[src/rtl/uart_rx.sv]
// uart_rx: UART receiver with mid-bit sampling, LSB-first assembly and a one-word ready/valid buffer.
// Optional feature macro: UART_RX_PARITY_EN adds an even-parity bit and the parity_error output.
module uart_rx #(
  parameter int CLKS_PER_BIT = 868,
  parameter int DATA_BITS    = 8
) (
  input  logic                 clock,
  input  logic                 reset,
  input  logic                 rx_in,
  input  logic                 rx_ready,
  output logic [DATA_BITS-1:0] rx_data,
  output logic                 rx_valid,
  output logic                 framing_error,
  output logic                 overrun,
`ifdef UART_RX_PARITY_EN
  output logic                 parity_error,
`endif
  output logic                 busy
);

  localparam int CNT_W = $clog2(CLKS_PER_BIT);
  localparam int IDX_W = (DATA_BITS > 1) ? $clog2(DATA_BITS) : 1;
  localparam logic [CNT_W-1:0] CNT_BIT  = CNT_W'(CLKS_PER_BIT - 1);
  localparam logic [CNT_W-1:0] CNT_HALF = CNT_W'(CLKS_PER_BIT / 2 - 1);
  localparam logic [IDX_W-1:0] IDX_LAST = IDX_W'(DATA_BITS - 1);

`ifdef UART_RX_PARITY_EN
  typedef enum logic [2:0] {IDLE = 3'd0, START = 3'd1, DATA = 3'd2, PARITY = 3'd3, STOP = 3'd4} state_t;

  function automatic logic even_parity_ok(input logic [DATA_BITS-1:0] word, input logic par);
    return ((^word) ^ par) == 1'b0;
  endfunction

  logic parity_bit;
`else
  typedef enum logic [1:0] {IDLE = 2'd0, START = 2'd1, DATA = 2'd2, STOP = 2'd3} state_t;
`endif

  state_t               state;
  state_t               state_next;
  logic [CNT_W-1:0]     clk_cnt;
  logic [IDX_W-1:0]     bit_idx;
  logic [DATA_BITS-1:0] shift;
  logic                 half_tick;
  logic                 bit_tick;
  logic                 stop_sample;
  logic                 frame_ok;
  logic                 load;

  // Next-state decode plus the sample strobes that drive the output buffer
  always_comb begin
    state_next  = state;
    half_tick   = (clk_cnt == CNT_HALF);
    bit_tick    = (clk_cnt == CNT_BIT);
    stop_sample = (state == STOP) && bit_tick;
`ifdef UART_RX_PARITY_EN
    frame_ok    = stop_sample && rx_in && even_parity_ok(shift, parity_bit);
`else
    frame_ok    = stop_sample && rx_in;
`endif
    load        = frame_ok && (!rx_valid || rx_ready);
    case (state)
      IDLE:    if (!rx_in) state_next = START; else state_next = IDLE;
      START: begin
        if (half_tick) begin
          if (rx_in) state_next = IDLE; else state_next = DATA;
        end else begin
          state_next = START;
        end
      end
`ifdef UART_RX_PARITY_EN
      DATA:    if (bit_tick && bit_idx == IDX_LAST) state_next = PARITY; else state_next = DATA;
      PARITY:  if (bit_tick) state_next = STOP; else state_next = PARITY;
`else
      DATA:    if (bit_tick && bit_idx == IDX_LAST) state_next = STOP; else state_next = DATA;
`endif
      // Leave STOP right at the mid-stop sample so a following start bit is seen.
      STOP:    if (bit_tick) state_next = IDLE; else state_next = STOP;
      default: state_next = IDLE;
    endcase
  end

  // State register
  always_ff @(posedge clock or posedge reset) begin
    if (reset) state <= IDLE;
    else       state <= state_next;
  end

  // Bit timing counters and right-shifting deserialiser
  always_ff @(posedge clock or posedge reset) begin
    if (reset) begin
      clk_cnt <= {CNT_W{1'b0}};
      bit_idx <= {IDX_W{1'b0}};
      shift   <= {DATA_BITS{1'b0}};
`ifdef UART_RX_PARITY_EN
      parity_bit <= 1'b0;
`endif
    end else begin
      case (state)
        IDLE: begin
          clk_cnt <= {CNT_W{1'b0}};
          bit_idx <= {IDX_W{1'b0}};
        end
        START: begin
          if (half_tick) clk_cnt <= {CNT_W{1'b0}};
          else           clk_cnt <= clk_cnt + CNT_W'(1);
        end
        DATA: begin
          if (bit_tick) begin
            clk_cnt <= {CNT_W{1'b0}};
            shift   <= {rx_in, shift[DATA_BITS-1:1]};
            bit_idx <= bit_idx + IDX_W'(1);
          end else begin
            clk_cnt <= clk_cnt + CNT_W'(1);
          end
        end
`ifdef UART_RX_PARITY_EN
        PARITY: begin
          if (bit_tick) begin
            clk_cnt    <= {CNT_W{1'b0}};
            parity_bit <= rx_in;
          end else begin
            clk_cnt <= clk_cnt + CNT_W'(1);
          end
        end
`endif
        STOP: begin
          if (bit_tick) clk_cnt <= {CNT_W{1'b0}};
          else          clk_cnt <= clk_cnt + CNT_W'(1);
        end
        default: begin
          clk_cnt <= {CNT_W{1'b0}};
          bit_idx <= {IDX_W{1'b0}};
        end
      endcase
    end
  end

  // Output buffer, status pulses and busy flag
  always_ff @(posedge clock or posedge reset) begin
    if (reset) begin
      rx_data       <= {DATA_BITS{1'b0}};
      rx_valid      <= 1'b0;
      framing_error <= 1'b0;
      overrun       <= 1'b0;
      busy          <= 1'b0;
`ifdef UART_RX_PARITY_EN
      parity_error  <= 1'b0;
`endif
    end else begin
      busy          <= (state_next != IDLE);
      framing_error <= stop_sample && !rx_in;
      overrun       <= frame_ok && rx_valid && !rx_ready;
`ifdef UART_RX_PARITY_EN
      parity_error  <= stop_sample && rx_in && !even_parity_ok(shift, parity_bit);
`endif
      if (load) begin
        rx_data  <= shift;
        rx_valid <= 1'b1;
      end else if (rx_valid && rx_ready) begin
        rx_valid <= 1'b0;
      end else begin
        rx_valid <= rx_valid;
      end
    end
  end

endmodule

[config.mk]
export PLATFORM = sky130hd
export DESIGN_NAME = uart_rx
export DESIGN_NICKNAME = d
export VERILOG_FILES = /design/src/rtl/uart_rx.sv
export SDC_FILE = /design/constraint.sdc
export NUM_CORES = 1
export LEC_CHECK = 0
export ABC_AREA = 1
export CAP_MARGIN = 20
export CORE_AREA = 2 2 67 69
export DETAILED_ROUTE_END_ITERATION = 10
export DIE_AREA = 0 0 69 71
export SETUP_SLACK_MARGIN = 0.1
export SYNTH_ARGS = -nofsm -noshare
export SYNTH_HDL_FRONTEND = slang
export SYNTH_SLANG_ARGS = --single-unit
export TNS_END_PERCENT = 30
[constraint.sdc]
create_clock -name clock -period 2.5 [get_ports clock]
set_input_delay 0.25 -clock clock [delete_from_list [all_inputs] [get_ports clock]]
set_output_delay 0.25 -clock clock [all_outputs]
set_load 0.005 [all_outputs]
==> flow_summary.toml <==
[drt]
num_vias = 1247
finalWirelength_um = 2864
antenna_left = 0
avgRoutedWirePerCell_um = 10.77
via_per_inst = 4.688
drc = 0
first_pass_iters = 4
drtIter0Drc = 66

[logic_synthesis]
yosys.area_share.simple = 0.3415
synth_largest_area_cell = "dfrtp_1"
synthXorXnorAreaFrac = 0.01072
syn_inst = 192
ys_warn_count = 0
synth_top_family_by_area = "simple AND/OR/NAND/NOR gates"
synthAdderAreaFrac = 0.03063
synth.distinct_cells = 23
synthMuxAreaShare = 0
synth_nets = 200
synth_area_sq_um = 1634
ys_top_cells_by_area = "dfrtp_1 (54%), nand2_1 (15%), nand3_1 (6.1%)"
synth.avg_cell_area_sq_um = 8.511
seq_area_frac_synth = 0.5360
synth-seq-cells = 35
synth_compound_area_frac = 0.02603
synth_top_area_share = 0.5360

[cells_and_area]
layout-drive-gt1-share = 0.09346
post-route-util = 0.4580
syn2layout_area_growth_pct = 17.84
fin_nets = 221
antenna_cells = 0
instances_no_fill = 266
layout_commonest_cell = "nand2_1"
layout_common_cells = "nand2_1 (65), dfrtp_1 (35), nor2_1 (22)"

[placement]
place_ws_ns = 0.8249
port-buffer-count = 15
hpwl_um = 2080
routabilityCongestion = 0.7628
dp_cells = 258

[global_routing]
grt_pass1_vias = 1120
grt_start_max_net_pins = 36
antenna_found_initial = 0
grt_pass1_wl_um = 4988
grt_overflow_total = 0
track_usage = 0.1301

[sta]
tightest_slew_ns = 0.4324
postLayoutSetupSlackWorst_ns = 0.8222
fin_tns_setup_ns = 0
hold_ws_ns = 0.3576
period_needed_ns = 1.678
finalCritPeriodShare = 0.6711
rsz0062_at_grt = "false"
slew_headroom = 0.7117
clock.fmax_ghz = 0.5960
hold_violations = 0
fin_skew_ns = 0.007133
setup_violations = 0
maxSlewViolCount = 0

[clock_network]
cts_setup_buffers = 0
cts.sinks = 35
clock_latency_ns = 0.28
cts_buffer_depth = 2
cts_hold_buf = 0
cts_resized = 0
cts_tree = "done"
cts.htree.levels = 2
cts.root.buffer_cell = "clkbuf_8"
path_clk_slew_ns = 0.07
cts_buffers = 5

[setup_path]
arrival_ns = 1.85
crit_path_max_fanout = 15
worstSetupEndpointType = "flip-flop"
critical_path_class = "reg2reg"
start_kind = "flip-flop"
required_ns = 2.67

[power]
ir_drop_mv = 0.2696
power_density_nw_per_um2 = 503.6
leakagePower_nw = 0.9732

[outcome]
status = "finished clean"

[floorplan]
top_level_ports = 16
core_area_sq_um = 4204
die_w_um = 69
initial_core_util = 0.3887
die_y_um = 71
dieArea_sq_um = 4899
fp-row-count = 24

[min_path]
hold_path_class = "in2async"

[run]
cap_violations = 0
layer usage:
metal,share of wire,global-route usage,up-vias
met1,0.48,0.1656,580
met4,0.016,0.06536,0
met5,0,0,-
met2,0.47,0.2030,18
li1,-,-,645
met3,0.036,0.03846,4
cell type report:
class	instances	area (sq um)
repair buffers	16	157.7
fillers	403	2278
clock buffers	5	68.82
inverters	20	75.07
well taps	52	65.06
flip-flops and latches	35	875.8
multi-input cells	135	668.1
clock inverters	3	15.01
state kept, by name, summed over array words and instances, names as in the netlist, 2 cells and up:
register and cells:
state 2, clk_cnt 10, bit_idx 3, shift 8
rx_data 8
per-stage QoR:
step / total power, W / instance area, sq um
2_1_floorplan: 0.0005877 / 1634
6_report: 0.0009697 / 1926
5_1_grt: 0.001018 / 1926
3_5_place_dp: 0.0005975 / 1842
4_1_cts: 0.0009876 / 1926
3_3_place_gp: 0.0005976 / 1842
power by group:
part                      switching (W)  total (W)  internal [W]  leakage, nW
Sequential     0.0000000000000000000173   0.000566      0.000566        0.459
Combinational                 0.0000136  0.0000194    0.00000574        0.467
Clock                          0.000194   0.000384      0.000190       0.0477
Total                          0.000208   0.000970      0.000762        0.973
critical path, stage by stage, from the launching register on:
cell	delay [ns]
dfrtp_1	0.45
ha_1	0.24
nand2_1	0.11
nor2_4	0.18
nand3_2	0.27
inv_2	0.22
o21ai_0	0.09
cell usage after synthesis:
cell type,count
a21oi_1,2
dfrtp_1,35
xor2_1,1
inv_1,17
nand2_1,65
nand4_1,3
nor2_8,1
nor2_4,2
nand2_4,1
nand2_2,1
buf_6,1
o21ai_0,2
nand3_1,20
ha_1,4
xnor2_1,1
buf_1,1
nor2_1,22
nand3_4,1
inv_2,3
o21ai_1,3
nand3_2,2
o21bai_1,1
nor3_1,3
final timing paths:
kind	startpoint	endpoint	depth (start not counted)	slack [ns]
max in group asynchronous	reset	rx_data[3]	3	1.83
worst max-delay path	clk_cnt[0]	shift[6]	6	0.82
worst min-delay path	reset	clk_cnt[5]	3	0.36
worst max register to register	clk_cnt[0]	shift[6]	6	0.82
worst min register to register	rx_data[7]	rx_data[7]	2	0.47
min in group clock	rx_data[7]	rx_data[7]	2	0.47
cell families after synthesis:
family,Yosys count
AO/OA/AOI/OAI,8
AND/OR/NAND/NOR,121
buffers and inverters,22
adder cells (fa/ha/maj),4
XOR/XNOR,2
flip-flops,35
(Power assumes the default switching activity.)
